<file path="config.mk">
export PLATFORM = sky130hd
export DESIGN_NAME = pat_source
export DESIGN_NICKNAME = d
export VERILOG_FILES = /design/src/rtl/pat_source.sv
export SDC_FILE = /design/constraint.sdc
export NUM_CORES = 1
export LEC_CHECK = 0
export CORE_MARGIN = 3
export CORE_UTILIZATION = 45
export CTS_CLUSTER_DIAMETER = 30
export DETAILED_ROUTE_END_ITERATION = 6
export PLACE_DENSITY = 0.64
export SETUP_SLACK_MARGIN = 0.3
export SLEW_MARGIN = 10
export SYNTH_ARGS = -nofsm -noshare
export SYNTH_HDL_FRONTEND = slang
export SYNTH_SLANG_ARGS = --single-unit
</file>
<file path="constraint.sdc">
create_clock -name clk -period 3.6 [get_ports clk]
set_input_delay 0.36 -clock clk [delete_from_list [all_inputs] [get_ports clk]]
set_output_delay 0.36 -clock clk [all_outputs]
set_load 0.01 [all_outputs]
</file>
<file path="src/rtl/pat_source.sv">
// Stimulus generator for gate-level fault simulation: emits an exhaustive
// counting sweep and/or a Galois-LFSR sweep over a valid/ready handshake.
module pat_source #(
    parameter int                WIDTH      = 2,
    parameter int                RAND_COUNT = 16,
    parameter logic [WIDTH-1:0]  SEED       = WIDTH'(1),
    parameter logic [WIDTH-1:0]  TAPS       = WIDTH'(2'b11)
) (
    input  logic             clk,
    input  logic             rst_n,
    input  logic             start,
    input  logic             exh_en,
    input  logic             rnd_en,
    output logic [WIDTH-1:0] pat,
    output logic             pat_valid,
    input  logic             pat_ready,
    output logic             busy,
    output logic             done,
    output logic [15:0]      pat_count
);

    typedef enum logic [1:0] {
        IDLE = 2'd0,
        EXH  = 2'd1,
        RND  = 2'd2,
        DONE = 2'd3
    } state_t;

    // An all-zero seed would lock the LFSR at zero, so it is replaced by 1.
    localparam logic [WIDTH-1:0] SEED_EFF = (SEED == '0) ? WIDTH'(1) : SEED;
    localparam logic [WIDTH-1:0] EXH_LAST = '1;
    localparam logic [15:0]      RND_LAST = 16'(RAND_COUNT - 1);

    function automatic logic [WIDTH-1:0] lfsr_step(input logic [WIDTH-1:0] s);
        logic [WIDTH-1:0] n;
        n = s >> 1;
        if (s[0]) begin
            n = n ^ TAPS;
        end
        return n;
    endfunction

    state_t           state_q, state_d;
    logic             rnd_en_q, rnd_en_d;
    logic [WIDTH-1:0] pat_q, pat_d;
    logic [WIDTH-1:0] exh_cnt_q, exh_cnt_d;
    logic [WIDTH-1:0] lfsr_q, lfsr_d;
    logic [15:0]      rnd_cnt_q, rnd_cnt_d;
    logic [15:0]      pat_count_q, pat_count_d;
    logic             accept;
    logic [WIDTH-1:0] lfsr_next;

    assign busy      = (state_q == EXH) || (state_q == RND);
    assign pat_valid = busy;
    assign done      = (state_q == DONE);
    assign pat       = pat_q;
    assign pat_count = pat_count_q;
    assign accept    = pat_valid && pat_ready;
    assign lfsr_next = lfsr_step(lfsr_q);

    always_comb begin
        state_d     = state_q;
        rnd_en_d    = rnd_en_q;
        pat_d       = pat_q;
        exh_cnt_d   = exh_cnt_q;
        lfsr_d      = lfsr_q;
        rnd_cnt_d   = rnd_cnt_q;
        pat_count_d = pat_count_q;

        if (accept && (pat_count_q != 16'hFFFF)) begin
            pat_count_d = pat_count_q + 16'd1;
        end

        case (state_q)
            IDLE, DONE: begin
                if (start) begin
                    rnd_en_d    = rnd_en;
                    pat_count_d = '0;
                    lfsr_d      = SEED_EFF;
                    exh_cnt_d   = '0;
                    rnd_cnt_d   = '0;
                    if (exh_en) begin
                        state_d = EXH;
                        pat_d   = '0;
                    end else if (rnd_en) begin
                        state_d = RND;
                        pat_d   = SEED_EFF;
                    end else begin
                        state_d = DONE;
                    end
                end
            end
            EXH: begin
                if (accept) begin
                    if (exh_cnt_q == EXH_LAST) begin
                        // The LFSR still holds the seed, so RND starts with no bubble.
                        if (rnd_en_q) begin
                            state_d = RND;
                            pat_d   = lfsr_q;
                        end else begin
                            state_d = DONE;
                        end
                    end else begin
                        exh_cnt_d = exh_cnt_q + WIDTH'(1);
                        pat_d     = exh_cnt_q + WIDTH'(1);
                    end
                end
            end
            RND: begin
                if (accept) begin
                    lfsr_d = lfsr_next;
                    if (rnd_cnt_q == RND_LAST) begin
                        state_d = DONE;
                    end else begin
                        rnd_cnt_d = rnd_cnt_q + 16'd1;
                        pat_d     = lfsr_next;
                    end
                end
            end
            default: state_d = IDLE;
        endcase
    end

    always_ff @(posedge clk) begin
        if (!rst_n) begin
            state_q     <= IDLE;
            rnd_en_q    <= 1'b0;
            pat_q       <= '0;
            exh_cnt_q   <= '0;
            lfsr_q      <= SEED_EFF;
            rnd_cnt_q   <= '0;
            pat_count_q <= '0;
        end else begin
            state_q     <= state_d;
            rnd_en_q    <= rnd_en_d;
            pat_q       <= pat_d;
            exh_cnt_q   <= exh_cnt_d;
            lfsr_q      <= lfsr_d;
            rnd_cnt_q   <= rnd_cnt_d;
            pat_count_q <= pat_count_d;
        end
    end

endmodule

</file>
Yosys cells after proc, flatten, opt, wreduce, memory -nomap -nowiden. Index checks and enable logic that the tools add are counted.

$add $sub $neg: 3. Eq/ne operators: 15. Muxes and demuxes: 33. Bitwise gates (word level): 1. Reduce and logical (&&, ||, !) cells: 13.

Operators with widths (number): $mux 16 (6); $mux 2 (20); $add 16x1->16 const B (2); $pmux 16 s2 (1); $eq 16x4->1 const B (1); $ne 16x16->1 const B (1); $pmux 2 s3 (2); $ne 2x2->1 const B (5); $pmux 2 s2 (2); $reduce_and 4->1 (2); $eq 2x2->1 const B (3); $ne 3x3->1 const B (2); $reduce_and 6->1 (1); $reduce_and 5->1 (1); $ne 2x1->1 const B (2); $reduce_bool 2->1 (2); $reduce_and 3->1 (1); $add 2x1->2 const B (1); $eq 2x1->1 const B (1); $logic_and 1x1->1 (2); $logic_not 2->1 (1); $mux 1 (2); $not 1->2 (1); $reduce_and 2->1 (1); 2 further kinds (2).

Register bits after elaboration: 41. Output and inout bits: 21.

Depth between registers and ports, before layout. Gate-level depths: netlist of the first run.

Word-level depth: 7. Gate-level depth with buffers: 9. Mapped depth without buffers: 7.

Worst setup path before layout of the first run. Ideal clock, no wire load.

Path type: reg-to-reg. Start: register state_q[0]. End: register rnd_cnt_q[12]. Setup time: 117 ps. Arrival: 1837 ps. Slack: 1646 ps. Cell stages (with the launch flop): 9. Path buffers: 1. Period minus slack after synthesis: 1954 ps. Path through: dfxtp_1 inv_1 ha_1 nor2b_1 or3_4 buf_6 nor4b_2 xnor2_1 nor2_1.

Word-level cells in the longest chain between the ends: 5.

Ends and longest elaborated chain: from (decl) (line 43) `state_t state_q, state_d;`; from (signal assigned) (line 134) `state_q <= state_d;`; $eq 2x1->1 or $eq 2x2->1 (tied branches) (line 53, 74); $logic_or 1x1->1 (line 53) `assign busy = (state_q == EXH) || (state_q == RND);`; $logic_and 1x1->1 (line 58) `assign accept = pat_valid && pat_ready;`; $ne 2x2->1 (no line); $reduce_and 4->1 (no line); to (signal assigned) (line 139) `rnd_cnt_q <= rnd_cnt_d;`; to (decl) (line 48) `logic [15:0] rnd_cnt_q, rnd_cnt_d;`.

Several ways; a longest one is shown, not always the timed one. A chain may end at the register's enable or synchronous reset.

Worst setup path after layout of the first run.
Start: register state_q[0]. End: register pat_count_q[9], in the netlist pat_count[9].

Word-level cells in the longest chain between the ends: 7.

Ends and longest elaborated chain: $eq 2x1->1 or $eq 2x2->1 (tied branches) (line 53); $logic_or 1x1->1 (line 53); $logic_and 1x1->1 (line 58); $logic_and 1x1->1 (line 70) `if (accept && (pat_count_q != 16'hFFFF)) begin`; $mux 16 (line 70); $mux 16 (line 76) `if (start) begin`; $mux 16 (*) (line 74) `case (state_q)`; to (signal assigned) (line 140) `pat_count_q <= pat_count_d;`; to (decl) (line 49) `logic [15:0] pat_count_q, pat_count_d;`.

Mark *: on every way between the ends. The rest lies on a longest branch, timed or not.

==> metrics.md, run 1 <==
| Metric | Value |
|---|---|
| Status | finished clean |
| Hold-fix buffers, CTS | 0 |
| Worst vdd ir | 0.394 mV |
| Antenna Nets Post-Route | 0 |
| Part of the Yosys area used for sequential elements | 36.8% |
| Post-synthesis cell count | 264 |
| Via/cell ratio | 5.38 |
| Global route total overflow | 0 |
| Largest net degree at the start of global routing | 18 |
| Worst-path cell chain | inv_1 -> ha_1 -> nor2b_1 -> o31ai_2 -> or4_1 -> a21oi_1 |
| Num rows | 24 |
| Final hold violation count | 0 |
| Commonest cells after routing, fill and taps aside | dfxtp_1, nand2_1, nor2_1, clkdlybuf4s50_1, nand3_1 |
| # setup viols final | 0 |
| Combinational share of power | 40.1% |
| Bufs on Longest Clock Path | 2 |
| Post-synth EDFFs | 0 |
| Setup repair bufs after CTS | 0 |
| Placed instance area | 2510 µm² |
| Clk pin slew, worst setup/hold paths | 0.08 ns |
| Slowest-stage cell, CP | or4_1 |
| Hold WC Path Type | reg -> reg |
| Max-Cap Viols | 0 |
| Number of fill cells | 442 |
| Clock insertion delay at the later pin of the skew report | 0.29 ns |
| DR WL/cell | 12.7 µm |
| Detailed placement HPWL | 3.22 mm |
| Slew Limit Fails | 0 |
| Most common cell after layout, fill and taps aside | dfxtp_1 |
| Core area | 4560 µm² |
| Net switching power | 0.512 mW |
| Util after Layout | 57.0% |
| DRT iter0 DRCs | 130 |
| CP Data Arrival Time | 2.64 ns |
| Relative slew slack | 29.0% |
| Number of remaining DRC errors | 0 |
| Post-synth cell types | 44 |
| Tot Pwr | 1.36 mW |
| Highest Clock Rate | 412 MHz |
| Pwr dens | 524 nW/µm² |
| CP Capture Type | flip-flop |
| Share of cells above drive strength 1 | 5.92% |
| RSZ-0062 raised after global routing | false |
| Worst Skew | 0.00869 ns |
| Cell Area, Synth | 2230 µm² |
| Syn Area/Cell | 8.46 µm² |
| Synthesis-stage register bit count | 41 |
| Vias in the first global route | 1605 |
| Total CTS buffers | 5 |
| Root Driver | clkbuf_8 |
| Leakage power | 0.854 nW |
| Worst Max-Slew Pin Slew | 1.06 ns |
| Routed wire length | 4.48 mm |
| H-tree Lvls | 2 |
| Final #Nets | 299 |
| GRT Total Usage | 15.9% |
| Top FF cell, synth | dfxtp_1 |
| Reg2Reg Setup Slack | 1.17 ns |
| Clock sinks | 41 |
| Layout area overhead | 16.5% |
| Vias after detailed routing | 1895 |
| DR pass1 iterations | 4 |
| # diodes | 0 |
| Required time worst endpoint | 3.81 ns |
| I/O pin cnt | 27 |
| Max incr delay on CP | 0.57 ns |
| TritonCTS clock tree | yes |
| Initial antenna violation count | 0 |
| Global-route wire length before repair | 7.74 mm |
| Clock power frac | 22.4% |
| Die area | 5840 µm² |
| Post-route cell area | 2600 µm² |
| Die Ht | 76.4 µm |
| Tcrit/Tclk final | 67.5% |
| CP Max Fanout | 17 |
| Critical path type | reg -> reg |
| Port Buffers | 26 |
| Die W | 76.4 µm |
| Syn nets | 276 |
| Critical Path Source Type | flip-flop |
| Yosys warns | 0 |
| Placer congestion estimate | 0.814 |
| CTS resizes | 0 |
| Int Power | 0.851 mW |
| Share of flip-flops with an asynchronous set or reset | 0% |
| Initial Util | 48.9% |
| Switching Share | 37.6% |
| TNS Setup | 0 ns |
| Post-route minimum period | 2.43 ns |
| Flop pwr share | 37.5% |
| Hold Slack | 0.464 ns |
## cells in the mapped netlist (all sizes together), types with 6 or more instances
cell / instances / area (µm²)
nand4: 8 / 50.1
nand2: 31 / 116
buf: 6 / 43.8
xor2: 9 / 78.8
nand3: 16 / 80.1
inv: 10 / 37.5
or4: 7 / 52.6
nor2b: 10 / 70.1
dfxtp: 41 / 821
nor3: 6 / 35.0
o21ai: 6 / 33.8
a21oi: 6 / 30.0
ha: 6 / 75.1
nor2: 26 / 97.6
xnor2: 12 / 105
nor4: 13 / 113
## per-layer routing
metal	track usage, %	vias to the layer above	routed length [µm]
li1	-	988	-
met1	23.0	863	2270
met2	23.0	37	1960
met3	3.55	7	182
met4	5.43	0	65
met5	0	-	0
## layout make-up
type | count | area (µm²) | area share [%]
multi-input combinational | 203 | 1320 | 50.6
sequential | 41 | 821 | 31.6
timing repair buffer | 26 | 260 | 10.0
clock buffer | 7 | 86.3 | 3.32
tap | 65 | 81.3 | 3.13
inverter | 10 | 37.5 | 1.44
## path summary, 6_finish.rpt
path,from,cells past startpoint,endpoint
worst max register to register,state_q[0],6,pat_count[9]
worst min register to register,pat[1],2,pat[1]
worst min-delay path,pat[1],2,pat[1]
worst max-delay path,state_q[0],6,pat_count[9]
## power by group through the flow
stage	clock, mW	sequential (mW)	combinational [mW]
final	0.306	0.511	0.546
after global routing	0.331	0.517	0.616
after CTS	0.315	0.512	0.552
after detailed placement	0	0.523	0.550
after global placement	0	0.522	0.547
after floorplan	0	0.521	0.443
## metrics by stage
| step | cells | setup WS, ns |
|---|---|---|
| final | 352 | 1.17 |
| after global routing | 352 | 0.963 |
| after CTS | 352 | 1.15 |
| after detailed placement | 345 | 1.13 |
| after global placement | 345 | 1.18 |
| after floorplan | 264 | 1.65 |
## logic make-up (layout without fill, tap and decap cells)
logic type | after synthesis | in the layout | synth area share [%]
compound gates | 31 | 31 | 9.59
xor+xnor | 21 | 21 | 8.24
fa+ha+maj | 6 | 6 | 3.36
buf+inv | 20 | 43 | 4.32
flops | 41 | 41 | 36.8
mux | 6 | 6 | 2.75
simple gates | 139 | 139 | 35.0
## critical path, delay by kind of cell (launching register included)
kind | cells | cell delay [ns]
AO/OA/AOI/OAI | 2 | 0.48
adder cells (fa/ha/maj) | 1 | 0.43
buffers and inverters | 1 | 0.06
flip-flops | 1 | 0.39
AND/OR/NAND/NOR | 2 | 0.98
## flip-flops by register name, summed over array words and instances, names as in the netlist
register / count
exh_cnt_q: 2
lfsr_q: 2
pat: 2
pat_count: 16
rnd_cnt_q: 16
rnd_en_q: 1
state_q: 2
(Power assumes the default switching activity.)
==> inputs of run 2 (changes only) <==
==> constraint.sdc (replaced) <==
create_clock -name clk -period 2.4 [get_ports clk]
set_input_delay 0.24 -clock clk [delete_from_list [all_inputs] [get_ports clk]]
set_output_delay 0.24 -clock clk [all_outputs]
set_load 0.01 [all_outputs]
==> run 2 against run 1 <==
  * Routed wire length increased by 4.1%
  * Clock-buffer cell count fell by 2
  * First-iteration DRC count shrank 8.5%
  * Flip-flop and latch count stayed put
  * Hold slack lost 0.0036 ns
  * Non-clock buffer count is 8 higher
  * Largest cell class unchanged
  * Via count rose by 2.5%
  * Combinational power is 74% higher
  * Total power up 56%
  * Setup slack got worse by 0.74 ns
==> metrics.md, run 2 (synthesis results as in run 1) <==
| Metric | Value |
|---|---|
| Port Buffers | 26 (unchanged) |
| Global route total overflow | 0 (unchanged) |
| Slowest-stage cell, CP | dfxtp_2 |
| # setup viols final | 0 (unchanged) |
| Slew Limit Fails | 0 (unchanged) |
| Commonest cells after routing, fill and taps aside | dfxtp_1, nand2_1, nor2_1 |
| Clk pin slew, worst setup/hold paths | 0.07 ns (about the same) |
| Worst Skew | 0.00599 ns (-0.00270 ns) |
| Clock sinks | 41 (unchanged) |
| GRT Total Usage | 17.0% (+1.1 points) |
| TNS Setup | 0 ns (unchanged) |
| Vias in the first global route | 1806 (+13%) |
| Cell family with most CP delay | simple AND/OR/NAND/NOR gates |
| DRT iter0 DRCs | 119 (-8.5%) |
| Layout area overhead | 21.0% |
| Root Driver | clkbuf_8 |
| Post-Layout Cell Count | 360 (+2.3%) |
| Buf/Inv on CP | 1 (unchanged) |
| Status | finished clean |
| Die area | 5840 µm² (unchanged) |
| Initial antenna violation count | 0 (unchanged) |
| Required time worst endpoint | 2.63 ns (-1.18 ns) |
| DP Cell Count | 352 (+2.0%) |
| Routed wire length | 4.66 mm (+4.1%) |
| Critical Path Source Type | flip-flop |
| Share of cells above drive strength 1 | 10.5% (+4.6 points) |
| Detailed placement HPWL | 3.35 mm (+4.0%) |
| Num rows | 24 (unchanged) |
| Number of fill cells | 444 (+0.45%) |
| Bufs on Longest Clock Path | 2 (unchanged) |
| Placer congestion estimate | 0.876 (+7.5%) |
| Worst vdd ir | 0.485 mV (+23%) |
| # diodes | 0 (unchanged) |
| TritonCTS clock tree | yes |
| CP Data Arrival Time | 2.20 ns (-0.44 ns) |
| Die W | 76.4 µm (unchanged) |
| Number of remaining DRC errors | 0 (unchanged) |
| H-tree Lvls | 2 (unchanged) |
| Max-Cap Viols | 0 (unchanged) |
| CP Capture Type | flip-flop |
| Clock insertion delay at the later pin of the skew report | 0.29 ns (about the same) |
| Pwr dens | 787 nW/µm² (+50%) |
| Critical path type | reg -> reg |
| Most common cell after layout, fill and taps aside | dfxtp_1 |
| DR WL/cell | 13.0 µm (+1.8%) |
| Worst-path cell chain | inv_1 -> ha_1 -> nor2b_1 -> nor3_2 -> nand2_1 -> or3_1 -> a21oi_1 |
| Antenna Nets Post-Route | 0 (unchanged) |
| CP Max Fanout | 6 (-11) |
| RSZ-0062 raised after global routing | true |
| Tcrit/Tclk final | 82.2% (+15 points) |
| Global-route wire length before repair | 8.27 mm (+6.8%) |
| Highest Clock Rate | 507 MHz (+23%) |
| Max incr delay on CP | 0.36 ns (-0.21 ns) |
| Final #Nets | 308 (+3.0%) |
| Total CTS buffers | 5 (unchanged) |
| Largest net degree at the start of global routing | 18 (unchanged) |
| Relative slew slack | 59.7% (+31 points) |
| Initial Util | 48.9% (unchanged) |
| Post-route minimum period | 1.97 ns (-0.456 ns) |
| I/O pin cnt | 27 (unchanged) |
| Hold WC Path Type | reg -> reg |
| Leakage power | 0.930 nW (+8.9%) |
| Die Ht | 76.4 µm (unchanged) |
| DR pass1 iterations | 4 (unchanged) |
| Vias after detailed routing | 1943 (+2.5%) |
| Core area | 4560 µm² (unchanged) |
| Worst Max-Slew Pin Slew | 0.605 ns (-0.453 ns) |
| Final hold violation count | 0 (unchanged) |
| Via/cell ratio | 5.40 (+0.25%) |
==> run 2: path summary, 6_finish.rpt <==
path | cells past startpoint | start | slack, ns | endpoint
max | 7 | state_q[0] | 0.43 | rnd_cnt_q[3]
min | 2 | pat[1] | 0.46 | pat[1]
max reg2reg | 7 | state_q[0] | 0.43 | rnd_cnt_q[3]
min reg2reg | 2 | pat[1] | 0.46 | pat[1]
==> run 2: per-stage QoR <==
step / hold slack [ns] / utilization (%) / setup slack [ns] / total power, mW / instance area (µm²)
global route: 0.504 / 59.2 / 0.268 / 2.29 / 2700
finish: 0.461 / 59.2 / 0.427 / 2.12 / 2700
detailed placement: 0.450 / 56.3 / 0.143 / 1.66 / 2570
floorplan: 0.386 / - / 0.446 / 1.45 / 2230
CTS: 0.464 / 58.4 / 0.302 / 2.10 / 2670
global placement: 0.448 / 56.3 / 0.252 / 1.65 / 2570
==> run 2: repair_timing <==
item | in CTS | in global routing
endpoints found under the setup margin | 10 | 19
hold buffers | 0 | 0
buffers inserted | 0 | 1
gates resized for setup | 4 | 6
pin swaps | 0 | 2
hold endpoints to repair | 0 | 0
cloned | 0 | 1
==> run 2: power breakdown <==
group / switching (mW) / leakage, nW / internal (mW)
Clock: 0.216 / 0.0399 / 0.191
Combinational: 0.547 / 0.558 / 0.402
Sequential: 0.0397 / 0.332 / 0.729
==> run 2: per-layer routing <==
metal	global-route usage, %	part of all wire, %	vias to the layer above	wire [µm]
met5	0	0	-	0
met4	4.89	1.1	0	53
met3	4.49	3.2	5	149
met2	26.0	45	31	2100
met1	23.4	51	902	2360
li1	-	-	1005	-
==> run 2: final cells by class <==
| type | count | area (µm²) | area share (%) |
|---|---|---|---|
| flip-flops and latches | 41 | 822 | 30.4 |
| inverters | 10 | 37.5 | 1.39 |
| well taps | 65 | 81.3 | 3.01 |
| repair buffers | 34 | 325 | 12.0 |
| multi-input cells | 204 | 1360 | 50.4 |
| clock buffers | 5 | 68.8 | 2.55 |
| clock inverters | 1 | 5.00 | 0.185 |
==> run 2: worst register-to-register path: stages, from the launching register on <==
cell and delay (ns):
dfxtp_2 0.36, inv_1 0.05, ha_1 0.32, nor2b_1 0.20, nor3_2 0.36, nand2_1 0.16
or3_1 0.33, a21oi_1 0.13
